File: src/rtl/core_if_ifu_pkg.sv
// Shared widths, reset defaults, opcodes and buffer entry type for the IFU slice.
// The optional static branch predictor is enabled by defining CORE_IFU_BPU_EN.
package core_if_ifu_pkg;

    localparam int CORE_PC_WIDTH   = 32;
    localparam int CORE_INST_WIDTH = 32;
    localparam int CORE_IBUF_DEPTH = 2;

    localparam logic [CORE_PC_WIDTH-1:0] CORE_RST_PC = 32'h8000_0000;

    localparam logic [6:0] OPC_JAL    = 7'b1101111;
    localparam logic [6:0] OPC_BRANCH = 7'b1100011;

    typedef struct packed {
        logic [CORE_PC_WIDTH-1:0]   pc;
        logic [CORE_INST_WIDTH-1:0] inst;
        logic                       predict;
    } ibuf_entry_t;

endpackage

File: src/rtl/core_if_ifu_if.sv
// Fetch request/response bus between the IFU (master) and instruction memory (slave).
interface core_if_ifu_if;
    import core_if_ifu_pkg::*;

    logic                       ifu_req_valid;
    logic                       ifu_req_ready;
    logic [CORE_PC_WIDTH-1:0]   ifu_req_addr;
    logic                       ifu_rsp_valid;
    logic [CORE_INST_WIDTH-1:0] ifu_rsp_data;

    modport master (
        output ifu_req_valid, ifu_req_addr,
        input  ifu_req_ready, ifu_rsp_valid, ifu_rsp_data
    );

    modport slave (
        input  ifu_req_valid, ifu_req_addr,
        output ifu_req_ready, ifu_rsp_valid, ifu_rsp_data
    );
endinterface

File: src/rtl/core_if_ifu_predecode.sv
// Static predecode: JAL and backward conditional branches are predicted taken.
// Only instantiated when CORE_IFU_BPU_EN is defined.
module core_if_predecode
    import core_if_ifu_pkg::*;
(
    input  logic [CORE_PC_WIDTH-1:0]   pc,
    input  logic [CORE_INST_WIDTH-1:0] inst,
    output logic                       taken,
    output logic [CORE_PC_WIDTH-1:0]   target
);
    logic [CORE_PC_WIDTH-1:0] j_imm;
    logic [CORE_PC_WIDTH-1:0] b_imm;

    assign j_imm = {{12{inst[31]}}, inst[19:12], inst[20], inst[30:21], 1'b0};
    assign b_imm = {{20{inst[31]}}, inst[7], inst[30:25], inst[11:8], 1'b0};

    always_comb begin
        taken  = 1'b0;
        target = pc;
        if (inst[6:0] == OPC_JAL) begin
            taken  = 1'b1;
            target = pc + j_imm;
        end else if (inst[6:0] == OPC_BRANCH && inst[31]) begin
            taken  = 1'b1;
            target = pc + b_imm;
        end
    end
endmodule

File: src/rtl/core_if_ifu.sv
// Instruction fetch unit: credit-limited in-order fetch, in-flight PC FIFO, instruction buffer.
// Define CORE_IFU_BPU_EN to add static predecode with fetch redirect on predicted-taken.
module core_if_ifu
    import core_if_ifu_pkg::*;
#(
    parameter logic [CORE_PC_WIDTH-1:0] RST_PC     = CORE_RST_PC,
    parameter int                       IBUF_DEPTH = CORE_IBUF_DEPTH
) (
    input  logic                       clk,
    input  logic                       rst_n,
    core_if_ifu_if.master              mem,
    output logic                       valid_out,
    input  logic                       ready_out,
    output logic [CORE_PC_WIDTH-1:0]   o_pc,
    output logic [CORE_INST_WIDTH-1:0] o_inst,
    output logic                       o_branch_predict,
    input  logic                       i_pipe_flush_req,
    input  logic [CORE_PC_WIDTH-1:0]   i_flush_pc
);
    localparam int PTR_W = (IBUF_DEPTH > 1) ? $clog2(IBUF_DEPTH) : 1;
    localparam int CNT_W = $clog2(IBUF_DEPTH + 1);
    localparam logic [PTR_W-1:0] PTR_LAST = PTR_W'(IBUF_DEPTH - 1);

    function automatic logic [PTR_W-1:0] ptr_inc(input logic [PTR_W-1:0] p);
        return (p == PTR_LAST) ? '0 : p + 1'b1;
    endfunction

    logic [CORE_PC_WIDTH-1:0] fetch_pc_reg;
    logic                     started_reg;
    logic [CNT_W-1:0]         outstanding_reg, drop_cnt_reg, ibuf_cnt_reg;
    logic [PTR_W-1:0]         ibuf_rd_ptr_reg, ibuf_wr_ptr_reg, fl_rd_ptr_reg, fl_wr_ptr_reg;
    ibuf_entry_t              ibuf_mem [IBUF_DEPTH];
    logic [CORE_PC_WIDTH-1:0] fl_pc    [IBUF_DEPTH];

    logic                     req_fire, rsp_drop, rsp_accept, ibuf_pop;
    logic                     predict, redirect;
    logic [CORE_PC_WIDTH-1:0] rsp_pc, redirect_target;
    logic [CNT_W:0]           credit_used;
    ibuf_entry_t              head;

    // Credits cover both in-flight requests and buffered instructions, so a response always fits.
    assign credit_used       = {1'b0, outstanding_reg} + {1'b0, ibuf_cnt_reg};
    assign mem.ifu_req_valid = started_reg & (credit_used < (CNT_W+1)'(IBUF_DEPTH))
                             & ~i_pipe_flush_req & ~redirect;
    assign mem.ifu_req_addr  = fetch_pc_reg;
    assign req_fire          = mem.ifu_req_valid & mem.ifu_req_ready;

    assign rsp_pc     = fl_pc[fl_rd_ptr_reg];
    assign rsp_drop   = (drop_cnt_reg != '0);
    assign rsp_accept = mem.ifu_rsp_valid & ~rsp_drop & ~i_pipe_flush_req;

`ifdef CORE_IFU_BPU_EN
    logic pd_taken;

    core_if_predecode u_predecode (
        .pc     (rsp_pc),
        .inst   (mem.ifu_rsp_data),
        .taken  (pd_taken),
        .target (redirect_target)
    );

    assign predict  = pd_taken;
    assign redirect = rsp_accept & pd_taken;
`else
    assign predict         = 1'b0;
    assign redirect        = 1'b0;
    assign redirect_target = '0;
`endif

    assign head             = ibuf_mem[ibuf_rd_ptr_reg];
    assign valid_out        = (ibuf_cnt_reg != '0) & ~i_pipe_flush_req;
    assign o_pc             = head.pc;
    assign o_inst           = head.inst;
    assign o_branch_predict = head.predict;
    assign ibuf_pop         = valid_out & ready_out;

    always_ff @(posedge clk or negedge rst_n) begin
        if (!rst_n) begin
            fetch_pc_reg <= RST_PC;
            started_reg  <= 1'b0;
        end else begin
            started_reg <= 1'b1;
            if (i_pipe_flush_req)
                fetch_pc_reg <= i_flush_pc;
            else if (redirect)
                fetch_pc_reg <= redirect_target;
            else if (req_fire)
                fetch_pc_reg <= fetch_pc_reg + CORE_PC_WIDTH'(4);
        end
    end

    // After a flush or redirect every response still in flight is stale and must be discarded.
    always_ff @(posedge clk or negedge rst_n) begin
        if (!rst_n) begin
            outstanding_reg <= '0;
            drop_cnt_reg    <= '0;
            fl_rd_ptr_reg   <= '0;
            fl_wr_ptr_reg   <= '0;
        end else begin
            outstanding_reg <= outstanding_reg + CNT_W'(req_fire) - CNT_W'(mem.ifu_rsp_valid);
            if (req_fire)
                fl_wr_ptr_reg <= ptr_inc(fl_wr_ptr_reg);
            if (mem.ifu_rsp_valid)
                fl_rd_ptr_reg <= ptr_inc(fl_rd_ptr_reg);
            if (i_pipe_flush_req)
                drop_cnt_reg <= outstanding_reg - CNT_W'(mem.ifu_rsp_valid);
            else if (redirect)
                drop_cnt_reg <= outstanding_reg - CNT_W'(1);
            else if (mem.ifu_rsp_valid && rsp_drop)
                drop_cnt_reg <= drop_cnt_reg - CNT_W'(1);
        end
    end

    always_ff @(posedge clk or negedge rst_n) begin
        if (!rst_n) begin
            ibuf_cnt_reg    <= '0;
            ibuf_rd_ptr_reg <= '0;
            ibuf_wr_ptr_reg <= '0;
        end else if (i_pipe_flush_req) begin
            ibuf_cnt_reg    <= '0;
            ibuf_rd_ptr_reg <= '0;
            ibuf_wr_ptr_reg <= '0;
        end else begin
            ibuf_cnt_reg <= ibuf_cnt_reg + CNT_W'(rsp_accept) - CNT_W'(ibuf_pop);
            if (ibuf_pop)
                ibuf_rd_ptr_reg <= ptr_inc(ibuf_rd_ptr_reg);
            if (rsp_accept)
                ibuf_wr_ptr_reg <= ptr_inc(ibuf_wr_ptr_reg);
        end
    end

    for (genvar gi = 0; gi < IBUF_DEPTH; gi++) begin : g_entry
        ibuf_entry_t              entry_reg;
        logic [CORE_PC_WIDTH-1:0] fl_pc_reg;

        always_ff @(posedge clk or negedge rst_n) begin
            if (!rst_n) begin
                entry_reg <= '0;
                fl_pc_reg <= '0;
            end else begin
                if (rsp_accept && ibuf_wr_ptr_reg == PTR_W'(gi))
                    entry_reg <= '{pc: rsp_pc, inst: mem.ifu_rsp_data, predict: predict};
                if (req_fire && fl_wr_ptr_reg == PTR_W'(gi))
                    fl_pc_reg <= fetch_pc_reg;
            end
        end

        assign ibuf_mem[gi] = entry_reg;
        assign fl_pc[gi]    = fl_pc_reg;
    end
endmodule
File: src/flat_wrapper.sv
// flat-port wrapper written by rule: the top's interface ports become plain ports
module core_if_ifu_flat import core_if_ifu_pkg::*;
#(
    parameter logic [CORE_PC_WIDTH-1:0] RST_PC     = CORE_RST_PC,
    parameter int                       IBUF_DEPTH = CORE_IBUF_DEPTH
)
  (clk, rst_n, valid_out, ready_out, o_pc, o_inst, o_branch_predict, i_pipe_flush_req, i_flush_pc, mem_ifu_req_valid, mem_ifu_req_addr, mem_ifu_req_ready, mem_ifu_rsp_valid, mem_ifu_rsp_data);
  core_if_ifu_if mem_i ();
  input  logic clk;
  input  logic rst_n;
  output logic valid_out;
  input  logic ready_out;
  output logic [CORE_PC_WIDTH-1:0] o_pc;
  output logic [CORE_INST_WIDTH-1:0] o_inst;
  output logic o_branch_predict;
  input  logic i_pipe_flush_req;
  input  logic [CORE_PC_WIDTH-1:0] i_flush_pc;
  output wire logic [$bits(mem_i.ifu_req_valid)-1:0] mem_ifu_req_valid;
  output wire logic [$bits(mem_i.ifu_req_addr)-1:0] mem_ifu_req_addr;
  input wire logic [$bits(mem_i.ifu_req_ready)-1:0] mem_ifu_req_ready;
  input wire logic [$bits(mem_i.ifu_rsp_valid)-1:0] mem_ifu_rsp_valid;
  input wire logic [$bits(mem_i.ifu_rsp_data)-1:0] mem_ifu_rsp_data;
  assign mem_ifu_req_valid = mem_i.ifu_req_valid;
  assign mem_ifu_req_addr = mem_i.ifu_req_addr;
  assign mem_i.ifu_req_ready = mem_ifu_req_ready;
  assign mem_i.ifu_rsp_valid = mem_ifu_rsp_valid;
  assign mem_i.ifu_rsp_data = mem_ifu_rsp_data;
  core_if_ifu #(.RST_PC(RST_PC), .IBUF_DEPTH(IBUF_DEPTH)) u_core (.clk(clk), .rst_n(rst_n), .mem(mem_i), .valid_out(valid_out), .ready_out(ready_out), .o_pc(o_pc), .o_inst(o_inst), .o_branch_predict(o_branch_predict), .i_pipe_flush_req(i_pipe_flush_req), .i_flush_pc(i_flush_pc));
endmodule
File: config.mk
export PLATFORM = sky130hd
export DESIGN_NAME = core_if_ifu_flat
export DESIGN_NICKNAME = d
export VERILOG_FILES = /design/src/rtl/core_if_ifu_pkg.sv /design/src/rtl/core_if_ifu_if.sv /design/src/rtl/core_if_ifu_predecode.sv /design/src/rtl/core_if_ifu.sv /design/src/flat_wrapper.sv
export SDC_FILE = /design/constraint.sdc
export NUM_CORES = 1
export LEC_CHECK = 0
export CAP_MARGIN = 10
export CORE_MARGIN = 2
export CORE_UTILIZATION = 25
export DETAILED_ROUTE_END_ITERATION = 7
export SYNTH_ARGS = -nofsm -noshare
export SYNTH_HDL_FRONTEND = slang
export SYNTH_HIERARCHICAL = 1
export SYNTH_SLANG_ARGS = --single-unit
export TNS_END_PERCENT = 20
File: constraint.sdc
create_clock -name clk -period 6.25 [get_ports clk]
set_clock_uncertainty 0.15 [all_clocks]
set_input_delay 1.25 -clock clk [delete_from_list [all_inputs] [get_ports clk]]
set_output_delay 1.25 -clock clk [all_outputs]
set_load 0.005 [all_outputs]
==> summary.md, run 1 <==
| Metric | Value |
|---|---|
| Commonest cells in the netlist | dfrtp_1, mux2_2, nand2_1 |
| Core area | 41670 µm² |
| Arr. time, crit path | a little under 3 ns |
| Final Net Count | approximately 1100 |
| Cts repair resizes | 0 |
| Synth Area per Inst | around 12 µm² |
| Leakage | between 5 and 6 nW |
| First-pass GRT wire length | about 42000 µm |
| FFs w/ async S/R, synth | 100.0% |
| Met2 Routed Length | ~12000 µm |
| Yosys top cell area share | 55.84% |
| Run status | complete, no violations |
| Pin count of the biggest net entering global routing | between 100 and 150 |
| Detailed Place HPWL | approximately 17000 µm |
| Final Hold Fails | 0 |
| Pre-CTS WS | roughly 1.9 ns |
| GRT overflow | 0 |
| Post-synth net total | ~940 |
| Final Wtd Congestion | around 0.75 |
| Routed via count | around 7100 |
| Worst slew margin | 28.86% |
| Skew-Pair Late Insertion Delay | roughly 0.57 ns |
| Met3 wire len | 1341 µm |
| Mapped Cells | 860 |
| Period utilization | a little over two thirds |
| Fin cells | around 1600 |
| Clock slew at reported path FFs | about 0.05 ns |
| Startpoint Class | input port |
| Number of synthesized flops with an enable pin | 0 |
| Slew Viols, Final | 0 |
| Max Cap Viol | 0 |
| # DRC | 0 |
| CTS tree | done |
| Via/cell ratio | ~4.5 |
| WL per Instance | ~17 µm |
| Met1 wire length | 13020 µm |
| WL final | between 20000 and 30000 µm |
| Final setup margin | ~1.9 ns |
| DIE HEIGHT | ~210 µm |
| Min-delay src | u_core/g_entry[1].entry_reg[48] |
| Top-level port count | roughly 170 |
| Initial core utilization | 25.17% |
| Area growth from synthesis to layout | 31.15% |
| Largest area contributor in the synthesized netlist | dfrtp_1 |
| Root Buffer | clkbuf_16 |
| Period minus WS final | around 4.4 ns |
| RSZ-0062 raised after global routing | false |
| Fin util | approximately a third |
| Drt initial violations | approximately 350 |
| Top_reg_cell synth | dfrtp_1 |
| Crit path kind | input port to primary output |
| Cells after DPL | between 1500 and 2000 |
| Seq/Total Area, Yosys | roughly 56% |
| Die W | ~210 µm |
| Worst reg2reg startpoint | u_core/outstanding_reg[0] |
| PD cells | 467.3 nW/µm² |
| Count of cell types in the netlist | 43 |
| Yosys warning total | 6 |
| Netlist Area Pre-Place | around 10000 µm² |
| Most common cell in the synthesized netlist | dfrtp_1 |
| Clk sinks | between 200 and 250 |
| Row Count | 75 |
| Final hold slack | roughly 0.32 ns |
| Setup crit end kind | primary output |
| Pre-Repair DR Iteration Count | 4 |
| Vias in the first global route | about 7400 |
| Setup tns final | 0 ns |
| Max reg flops | roughly 130 |
| Postcts setup bufs | 0 |
| Clock Path Buffers | 3 |
| Initial antenna violation count | 0 |
| Worst setup path startpoint | i_pipe_flush_req |
| Top cells by area, synth | dfrtp_1, mux2_2, mux2i_1 |
| Ant. Diodes | 0 |
| Slew @ Worst Pin | around 1.1 ns |
| Total CTS buffers | 29 |
| Classification of the worst-slack hold path | flop to flop |
| Worst-path maximum fanout | 13 |
| Uppermost routed layer | met4 |
| CTS H-tree depth | 1 |
| Tot GR Track Use | 12.23% |
| F_max | 229.7 MHz |
| CP Data Required Time | just under 5 ns |
| Port Buf Inserts | about 170 |
| VDD IR-drop max | approximately 180 µV |
| Ratio of cells with drive above 1 in the final layout | about a quarter |
| Post-route ant nets | 0 |
| Synthesized flop and latch total | about 240 |
| Setup-failing EPs final | 0 |
| Die ar. | roughly 44000 µm² |
| Hold buffers post-CTS | 0 |
layout by cell type, fill, tap and decap left out, drive strengths merged, types with 5 or more instances in the layout:
master	count
inv	12
dfrtp	234
clkdlybuf4s50	166
o21ai	53
nand3	13
nor2	57
nand4	12
clkbuf	35
xnor2	12
ha	7
or4	17
a31oi	13
o31ai	11
mux2i	34
bufinv	5
a21oi	33
xor2	9
mux2	190
clkinv	9
buf	7
nand2	69
where the power goes:
part / leakage (nW) / internal, W / switching (W) / total [W]
logic: 2.32 / 0.00128 / 0.000765 / 0.00204
clock network: 0.505 / 0.00111 / 0.000692 / 0.00180
registers: 2.91 / 0.00215 / 0.000438 / 0.00258
total: 5.74 / 0.00453 / 0.00189 / 0.00643
worst paths after layout:
path / endpoint / slack (ns) / cells past startpoint
max: mem_ifu_req_valid / 1.90 / 4
min: u_core/g_entry[1].entry_reg[48] / 0.32 / 2
max reg2reg: u_core/mem.ifu_req_addr[23] / 2.85 / 6
min reg2reg: u_core/g_entry[1].entry_reg[48] / 0.32 / 2
max in group asynchronous: u_core/g_entry[1].entry_reg[3] / 4.09 / 2
min in group asynchronous: u_core/g_entry[1].entry_reg[28] / 0.68 / 1
worst max-delay path: stages:
cell             delay (ns)
clkdlybuf4s50_1        0.61
buf_4                  0.28
nor4b_1                0.25
clkdlybuf4s50_1        0.55
cell families (layout without fill, tap and decap cells):
family          after synthesis  after routing  share of synthesized area (%)
flops                       235            235                          56.09
other cells                   2              2                        0.07162
mux                         224            224                          23.65
compound gates              114            114                          6.002
xor+xnor                     21             21                          1.754
simple gates                191            191                          8.830
buf+inv                      65            238                          2.577
fa+ha+maj                     8              8                          1.026
per-layer routing:
layer	track usage, %	up-vias
met5	0	-
met4	3.325	0
met3	2.840	35
met2	18.79	175
met1	17.26	3546
li1	-	3374
cell type report:
cell class,count,area [µm²]
fillers,4210,27910
flip-flops and latches,235,5887
multi-input cells,560,4354
repair buffers,173,1759
clock buffers,35,788.3
well taps,539,674.4
clock inverters,19,249.0
inverters,11,41.29
per-stage QoR:
stage               instance area, µm²  power [W]
floorplan                        10490   0.003654
global placement                 12720   0.004621
detailed placement               12720   0.004699
CTS                              13750   0.006555
global route                     13750   0.006859
finish                           13750   0.006426
(Power assumes the default switching activity.)
==> run 2, diff against run 1 <==
==> constraint.sdc (replaced) <==
create_clock -name clk -period 3.5 [get_ports clk]
set_clock_uncertainty 0.15 [all_clocks]
set_input_delay 0.7 -clock clk [delete_from_list [all_inputs] [get_ports clk]]
set_output_delay 0.7 -clock clk [all_outputs]
set_load 0.005 [all_outputs]
==> run 2 against run 1 <==
  * Clock-buffer cell count is 8 higher
  * Non-clock buffer count is 14 higher
  * Sequential share of layout area is 0.059 points higher
  * Register-to-register slack worse by 2.4 ns
  * Global-route usage is 0.21 points lower
  * Die area stayed put
  * Cell count is 0.64% higher
  * First-iteration DRC count is 9.3% higher
  * Cell area is 0.14% lower
  * Routed wire length is 2.4% lower
==> summary.md, run 2 (synthesis results as in run 1) <==
| Metric | Value |
|---|---|
| GRT overflow | 0 |
| Clock Path Buffers | 3 |
| Placed cell area | ~13000 µm² |
| Setup crit end kind | primary output |
| WL final | between 20000 and 30000 µm |
| Worst-path maximum fanout | 3 |
| Slew @ Worst Pin | ~1.0 ns |
| Pin count of the biggest net entering global routing | between 80 and 90 |
| Classification of the worst-slack hold path | flop to flop |
| Startpoint Class | flop |
| Critical-path cell list | and2_1 -> fa_1 -> nor4b_1 -> clkdlybuf4s50_1 |
| Clk sinks | between 200 and 250 |
| Area growth from synthesis to layout | 30.97% |
| Hold path depth | 2 |
| CTS H-tree depth | 1 |
| First-pass GRT wire length | between 40000 and 50000 µm |
| Fill count | about 4200 |
| Max Cap Viol | 0 |
| Multi-input gate area | around 4400 µm² |
| Routed via count | slightly above 7000 |
| WL per Instance | between 15 and 20 µm |
| Pre-Repair DR Iteration Count | 4 |
| Flop2flop setup slack | 0.46 ns |
| Most frequent cells in the layout | dfrtp_1, mux2_2, clkdlybuf4s50_1 |
| RSZ-0062 raised after global routing | false |
| Die ar. | around 44000 µm² |
| VDD IR-drop max | 384.0 µV |
| Total power | about 0.011 W |
| Worst slew margin | 30.52% |
| CP delay by family, top | buffers and inverters |
| Row Count | 75 |
| Reg-to-reg endpoint | u_core/mem.ifu_req_addr[23] |
| Top-level port count | about 170 |
| CTS tree | done |
| Ratio of cells with drive above 1 in the final layout | 24.83% |
| Ant. Diodes | 0 |
| Clock slew at reported path FFs | about 0.05 ns |
| Worst hold endpoint | u_core/g_entry[1].entry_reg[59] |
| Worst reg2reg startpoint | u_core/outstanding_reg[0] |
| CP Data Required Time | about 2.7 ns |
| Drt initial violations | a little under 400 |
| Buf/Inv on CP | 1 |
| Final hold slack | about 0.32 ns |
| Tot GR Track Use | between 10% and 20% |
| Final Net Count | around 1100 |
| Arr. time, crit path | between 2 and 2.5 ns |
| Setup tns final | 0 ns |
| Period utilization | 95.26% |
| Port Buf Inserts | 167 |
| Most common cell after layout, fill and taps aside | dfrtp_1 |
| DIE HEIGHT | between 200 and 250 µm |
| Final Hold Fails | 0 |
| PD cells | roughly 800 nW/µm² |
| Register area | between 5000 and 6000 µm² |
| Die W | ~210 µm |
| Max reg flops | 128 |
| Via/cell ratio | between 4 and 5 |
| Initial core utilization | approximately a quarter |
| Fin area | roughly 14000 µm² |
| Crit path kind | flop to primary output |
| Post-route ant nets | 0 |
| Leakage | ~5.7 nW |
| Worst-path cell with the longest stage delay | clkdlybuf4s50_1 |
| Total CTS buffers | 28 |
| Skew-Pair Late Insertion Delay | about 0.55 ns |
| Core area | about 42000 µm² |
| Slew Viols, Final | 0 |
| Worst R2R Path Depth | 6 |
| # DRC | 0 |
| Root Buffer | clkbuf_16 |
| Detailed Place HPWL | 17900 µm |
| Largest stage delay, worst path | ~0.56 ns |
| Period minus WS final | 3.334 ns |
| Setup-failing EPs final | 0 |
| Run status | complete, no violations |
| Postcts setup bufs | 0 |
| Vias in the first global route | slightly above 7000 |
| Cts repair resizes | 0 |
| F_max | 299.9 MHz |
| Min-delay src | u_core/g_entry[1].entry_reg[59] |
| Hold buffers post-CTS | 1 |
| Initial antenna violation count | 0 |
| Final Wtd Congestion | 0.7628 |
run 2: how the worst max path moves through the flow:
| stage | from | end | slack [ns] | depth (start not counted) |
|---|---|---|---|---|
| after global placement | mem_ifu_req_ready | u_core/mem.ifu_req_addr[23] | 0.41 | 5 |
| after CTS | u_core/ibuf_rd_ptr_reg | o_pc[2] | 0.1 | 3 |
| after detailed placement | mem_ifu_req_ready | u_core/mem.ifu_req_addr[23] | 0.42 | 5 |
| after floorplan | u_core/outstanding_reg[0] | u_core/mem.ifu_req_addr[23] | 0.68 | 8 |
| final | u_core/outstanding_reg[0] | mem_ifu_req_valid | 0.17 | 4 |
| after global routing | u_core/outstanding_reg[0] | mem_ifu_req_valid | 0.02 | 4 |
run 2: stage by stage:
step	cells	utilization [%]	setup slack [ns]
finish	1582	32.96	0.1658
global route	1582	32.96	0.01719
floorplan	860	-	0.6839
detailed placement	1531	30.84	0.4213
CTS	1582	32.96	0.09850
global placement	1531	30.84	0.4072
run 2: layout make-up:
type                            instances  share of cell area [%]
Clock buffer                           43                   5.885
Clock inverter                          7                  0.4737
Inverter                               11                  0.3006
Multi-Input combinational cell        560                   31.70
Sequential cell                       235                   42.86
Tap cell                              539                   4.910
Timing Repair Buffer                  187                   13.87
run 2: per-layer routing:
layer	track usage [%]	wire, µm	vias to the layer above
met2	18.02	11260	178
met4	3.079	459	0
met1	17.52	12810	3511
met5	0	0	-
li1	-	-	3391
met3	2.600	1552	33
run 2: worst reg2reg max path, delay by kind of cell, from the launching register on:
kind / cells / cell delay (ns)
simple gates: 4 / 1.78
fa+ha+maj: 1 / 0.48
flops: 1 / 0.39
compound gates: 1 / 0.17
run 2: where the power goes:
group	switching, W	internal, W	leakage [nW]
Sequential	0.000730	0.00384	2.91
Combinational	0.00141	0.00231	2.40
Clock	0.00111	0.00165	0.422
==> run 3, diff against run 2 <==
--- a/config.mk
+++ b/config.mk
@@ -5,6 +5,7 @@
 export SDC_FILE = /design/constraint.sdc
 export NUM_CORES = 1
 export LEC_CHECK = 0
+export ABC_CLOCK_PERIOD_IN_PS = 3500
 export CAP_MARGIN = 10
 export CORE_MARGIN = 2
 export CORE_UTILIZATION = 25
==> results of run 3 <==
The final DEF is identical to that of run 2; final timing and power are the same.
